`src/rtl/robm_pkg.sv`:
```
// Shared definitions for the round-robin actuator-vector arbiter.
package robm_pkg;

   localparam int N_REQ = 3;
   localparam int Y_W   = 10;
   localparam int CNT_W = 4;

   typedef enum logic [1:0] {
      ST_IDLE  = 2'd0,
      ST_OWN   = 2'd1,
      ST_DRAIN = 2'd2
   } state_t;

   // Convert a one-hot requester vector into its index (0 for anything not one-hot).
   function automatic logic [1:0] onehot_to_idx(input logic [N_REQ-1:0] oh);
      logic [1:0] idx;
      case (oh)
         3'b001:  idx = 2'd0;
         3'b010:  idx = 2'd1;
         3'b100:  idx = 2'd2;
         default: idx = 2'd0;
      endcase
      return idx;
   endfunction

   // Requester index following idx, wrapping modulo N_REQ.
   function automatic logic [1:0] next_ptr(input logic [1:0] idx);
      logic [1:0] nxt;
      case (idx)
         2'd0:    nxt = 2'd1;
         2'd1:    nxt = 2'd2;
         2'd2:    nxt = 2'd0;
         default: nxt = 2'd0;
      endcase
      return nxt;
   endfunction

endpackage

```
`src/rtl/robm_arb_rr_pick.sv`:
```
// Combinational round-robin search: first requester at or above ptr, modulo 3.
module rr_pick
   import robm_pkg::*;
(
   input  logic [N_REQ-1:0] req,
   input  logic [1:0]       ptr,
   output logic [N_REQ-1:0] winner,
   output logic             valid
);

   // Priority chain rotated so that the search starts at ptr.
   always_comb begin
      winner = 3'b000;
      case (ptr)
         2'd1: begin
            if (req[1])      winner = 3'b010;
            else if (req[2]) winner = 3'b100;
            else if (req[0]) winner = 3'b001;
            else             winner = 3'b000;
         end
         2'd2: begin
            if (req[2])      winner = 3'b100;
            else if (req[0]) winner = 3'b001;
            else if (req[1]) winner = 3'b010;
            else             winner = 3'b000;
         end
         default: begin
            // ptr 0, and the unused encoding 3 falls back to the reset order
            if (req[0])      winner = 3'b001;
            else if (req[1]) winner = 3'b010;
            else if (req[2]) winner = 3'b100;
            else             winner = 3'b000;
         end
      endcase
   end

   assign valid = |req;

endmodule

```
`src/rtl/robm_arb.sv`:
```
// Three-way round-robin arbiter for a shared 10-bit actuator command vector.
// The owner holds the vector until done, until it drops its request, or until
// TMO_CYC cycles have elapsed (forced release, flagged by a one-cycle tmo pulse).
// TMO_CYC must lie in 2..15 so that TMO_CYC-1 fits the 4-bit hold counter.
module robm_arb
   import robm_pkg::*;
#(
   parameter int TMO_CYC = 15
)
(
   input  logic             clk,
   input  logic             rst,
   input  logic [N_REQ-1:0] req,
   input  logic [Y_W-1:0]   cmd0,
   input  logic [Y_W-1:0]   cmd1,
   input  logic [Y_W-1:0]   cmd2,
   input  logic             done,
   output logic [N_REQ-1:0] gnt,
   output logic [Y_W-1:0]   act_y,
   output logic             busy,
   output logic             tmo
);

   localparam logic [CNT_W-1:0] CNT_LAST = CNT_W'(TMO_CYC - 1);

   state_t             state_r;
   logic [N_REQ-1:0]   gnt_r;
   logic               busy_r;
   logic               tmo_r;
   logic [CNT_W-1:0]   cnt_r;
   logic [1:0]         ptr_r;
   logic [1:0]         owner_r;

   logic [N_REQ-1:0]   pick_win_s;
   logic               pick_vld_s;
   logic               owner_req_s;
   logic               expire_s;
   logic               release_s;
   logic               forced_s;

   rr_pick u_rr_pick (
      .req    (req),
      .ptr    (ptr_r),
      .winner (pick_win_s),
      .valid  (pick_vld_s)
   );

   // Owner's own request bit is selected through the registered one-hot grant.
   assign owner_req_s = |(req & gnt_r);
   assign expire_s    = (cnt_r == CNT_LAST);
   assign release_s   = done | ~owner_req_s | expire_s;
   // Timeout only counts when nothing else would have ended ownership this cycle.
   assign forced_s    = expire_s & ~done & owner_req_s;

   // Arbitration state machine with registered grant, busy, tmo and hold counter.
   always_ff @(posedge clk) begin
      if (rst) begin
         state_r <= ST_IDLE;
         gnt_r   <= 3'b000;
         busy_r  <= 1'b0;
         tmo_r   <= 1'b0;
         cnt_r   <= 4'd0;
         ptr_r   <= 2'd0;
         owner_r <= 2'd0;
      end else begin
         case (state_r)
            ST_IDLE: begin
               tmo_r <= 1'b0;
               cnt_r <= 4'd0;
               if (pick_vld_s) begin
                  state_r <= ST_OWN;
                  gnt_r   <= pick_win_s;
                  owner_r <= onehot_to_idx(pick_win_s);
                  busy_r  <= 1'b1;
               end else begin
                  state_r <= ST_IDLE;
                  gnt_r   <= 3'b000;
                  busy_r  <= 1'b0;
               end
            end
            ST_OWN: begin
               if (release_s) begin
                  state_r <= ST_DRAIN;
                  gnt_r   <= 3'b000;
                  busy_r  <= 1'b1;
                  tmo_r   <= forced_s;
                  ptr_r   <= next_ptr(owner_r);
                  cnt_r   <= 4'd0;
               end else begin
                  state_r <= ST_OWN;
                  tmo_r   <= 1'b0;
                  cnt_r   <= cnt_r + 4'd1;
               end
            end
            ST_DRAIN: begin
               state_r <= ST_IDLE;
               gnt_r   <= 3'b000;
               busy_r  <= 1'b0;
               tmo_r   <= 1'b0;
               cnt_r   <= 4'd0;
            end
            default: begin
               state_r <= ST_IDLE;
               gnt_r   <= 3'b000;
               busy_r  <= 1'b0;
               tmo_r   <= 1'b0;
               cnt_r   <= 4'd0;
            end
         endcase
      end
   end

   // Same-cycle pass-through of the owner's command; zero whenever nobody owns.
   always_comb begin
      act_y = {Y_W{1'b0}};
      if (state_r == ST_OWN) begin
         case (owner_r)
            2'd0:    act_y = cmd0;
            2'd1:    act_y = cmd1;
            2'd2:    act_y = cmd2;
            default: act_y = {Y_W{1'b0}};
         endcase
      end else begin
         act_y = {Y_W{1'b0}};
      end
   end

   assign gnt  = gnt_r;
   assign busy = busy_r;
   assign tmo  = tmo_r;

endmodule
```
`config.mk`:
```
export PLATFORM = sky130hd
export DESIGN_NAME = robm_arb
export DESIGN_NICKNAME = d
export VERILOG_FILES = /design/src/rtl/robm_pkg.sv /design/src/rtl/robm_arb_rr_pick.sv /design/src/rtl/robm_arb.sv
export SDC_FILE = /design/constraint.sdc
export NUM_CORES = 1
export LEC_CHECK = 0
export BUFFER_PORTS_ARGS = -buffer_cell sky130_fd_sc_hd__buf_2
export CORE_MARGIN = 1
export CORE_UTILIZATION = 40
export CTS_CLUSTER_SIZE = 20
export DETAILED_ROUTE_END_ITERATION = 8
export PLACE_DENSITY = 0.75
export SYNTH_ARGS = -nofsm -noshare
export SYNTH_HDL_FRONTEND = slang
export SYNTH_SLANG_ARGS = --single-unit
```
`constraint.sdc`:
```
create_clock -name clk -period 1.5 [get_ports clk]
set_input_delay 0.3 -clock clk [delete_from_list [all_inputs] [get_ports clk]]
set_output_delay 0.3 -clock clk [all_outputs]
set_load 0.05 [all_outputs]
```
==> reports/qor.txt <==
status: finished with violations
failing checks: setup timing
Routed Antenna Nets: 0
CTS buffer count: 3
startpoint types: register
max incr delay on CP: 0.38 ns
vias per inst: 5.34
Hold Crit Class: primary input to register
worst endpoint required time: 1.20 ns
Fmax: 0.569 GHz
Avg Cell Area, Syn: 7.90 um^2
CTS Sinks: 15
wire per inst: 14.1 um
# setup viols final: 10
Vias: 1138
TritonRoute pass-1 iters: 4
full die area: 0.00259 mm^2
CP max-delay cell: dfxtp_4
YS warnings: 0
Fin Setup TNS: -2.13 ns
CP Depth: 6
Area contributors post-synth: dfxtp_1 31%, mux2i_1 12%, nor2_1 11%, a21oi_1 8.9%, ha_1 5.2%
dpl ws: -0.0745 ns
CP endpoint kind: output port
global-route wire length before repair: 4340 um
Clk pin slew, worst setup/hold paths: 0.08 ns
clk_lat worst skew: 0.28 ns
Die Ht: 50.9 um
Synth area leader: dfxtp_1
sequential area share after synthesis: 31.4%
# nets final: 226
Synth top area share: 31.4%
vias in the first global route: 1002
Core Region: 0.00223 mm^2
dpl hpwl: 2110 um
Synth Cell Area: 956 um^2
fin worst setup slack: -0.257 ns
pins over their slew limit: 0
DRC: 0
Setup CP Type: register to output port
Yosys reg bits: 15
H-Tree Depth: 1
Worst VDD drop: 0.000658 V
share of layout cells above drive strength 1: 56.8%
I/O pin total: 51
Synth Net Count: 161
Overall Power: 0.00122 W
worst hold path stage count: 3
Top delay family on crit path: flip-flops
IO Port Bufs: 50
Layout Skew: 0.00129 ns
Worst Tran Pin Value: 0.436 ns
placed cell areas: 0.00142 mm^2
Starting Density: 42.8%
hold buffers post-CTS: 0
ANT cells: 0
GRT Overall Usage: 22.4%
PwrDens: 754 mW/mm^2
CP max FO: 5
Total Wirelength: 2990 um
Worst slew margin: 70.8%
CP bufs+invs: 2
Hold Vio Cnt, Final: 0
critical path arrival: 1.46 ns
final instance area: 0.00162 mm^2
synth unique cells: 29
Post-Syn Instances: 121
MaxCap Viol Count: 0
total gr overflow: 0
most used cell, CP: buf_6
Root Driver: clkbuf_4
DRT iter0 DRCs: 26
Worst R2R Path Depth: 5
post-synthesis to final-layout area growth: 69.0%
Site Rows: 17
period utilisation layout: 117%
deepest clock path buffer count: 2
initial antenna violation count: 0
Leak: 0.693 nW
Final Critical Period: 1.76 ns
CP cell instances: buf_6 -> mux2i_2 -> nor2_1 -> a21oi_2 -> nor2_4 -> buf_6
RSZ-0062 raised after global routing: true
CTS tree: done
largest net degree at the start of global routing: 13
GPL Wtd Cong: 0.821
width of the die: 50.9 um
Layout Utilization: 72.3%
==> timing repair <==
item	in CTS	in global routing
pin swaps	2	4
setup buffers	0	0
setup endpoints to repair	12	16
resized for setup	36	8
==> layout make-up <==
class | count | area, um^2
clock buffer | 4 | 26.3
tap | 28 | 35.0
fill | 164 | 618
timing repair buffer | 65 | 433
inverter | 5 | 18.8
sequential | 15 | 312
multi-input combinational | 96 | 791
==> metrics by stage <==
| stage | hold slack (ns) | cells |
|---|---|---|
| after floorplan | 0.430 | 121 |
| after global placement | 0.473 | 209 |
| after detailed placement | 0.467 | 209 |
| after CTS | 0.329 | 213 |
| after global routing | 0.334 | 213 |
| final | 0.333 | 213 |
==> per-layer routing <==
metal  GRT usage (%)  routed length (um)
met2            44.0                1610
met4            5.56                  38
met3            2.98                 147
met1            25.0                1190
met5               0                   0
==> logic make-up (layout without fill, tap and decap cells) <==
| family | count (synthesis) | count (layout) | synth area share (%) |
|---|---|---|---|
| adder cells (fa/ha/maj) | 4 | 4 | 5.24 |
| XOR/XNOR | 2 | 2 | 1.83 |
| AO/OA/AOI/OAI | 29 | 29 | 20.2 |
| multiplexers | 11 | 11 | 11.5 |
| AND/OR/NAND/NOR | 50 | 50 | 25.7 |
| buffers and inverters | 10 | 74 | 4.19 |
| flip-flops | 15 | 15 | 31.4 |
==> layout by cell type (no fill, tap or decap), drive strengths merged <==
cell type,n
a21o,1
a21oi,17
a222oi,1
a32o,3
and3,1
buf,65
clkbuf,4
dfxtp,15
ha,4
inv,5
mux2i,11
nand2,3
nand2b,7
nand3,2
nand3b,1
nor2,30
nor2b,2
nor3,3
o211ai,2
o21ai,1
o31ai,2
o41ai,2
or4,1
xnor2,1
xor2,1
==> flip-flops by register name (all words and copies together), names as in the netlist <==
signal	cells
gnt	3
state_r	2
busy	1
owner_r	2
cnt_r	4
tmo	1
ptr_r	2
==> power breakdown <==
part / switching (W) / internal, W / leakage [nW] / total [W]
Sequential: 0.0000180 / 0.000419 / 0.125 / 0.000437
Clock: 0.000125 / 0.000103 / 0.0150 / 0.000228
Combinational: 0.000329 / 0.000223 / 0.553 / 0.000552
==> path summary, 6_finish.rpt <==
kind	startpoint	end	slack, ns
worst min-delay path	rst	tmo$_SDFF_PP0_	0.33
worst min register to register	gnt[1]$_SDFFE_PP0P_	gnt[1]$_SDFFE_PP0P_	0.49
worst max-delay path	owner_r[1]$_SDFFE_PP0N_	act_y[8]	-0.26
worst max register to register	gnt[0]$_SDFFE_PP0P_	ptr_r[0]$_SDFFE_PP0P_	0.03
==> worst min-delay path, stage by stage <==
cell,delay (ns)
buf_2,0.10
or4_4,0.14
nor2_1,0.03
==> synthesized netlist by cell type, drive strengths merged <==
master and number:
nand3b 1, xnor2 1, and3 1, a222oi 1, nor3 3, o31ai 2, nand2b 7, ha 4
xor2 1, o21ai 1, nand2 3, nor2 30, dfxtp 15, o211ai 2, nand3 2, clkbuf 4
a32o 3, buf 1, mux2i 11, o41ai 2, nor2b 2, a21o 1, inv 5, a21oi 17
or4 1
Note: power is estimated with default switching activity, not from simulation.
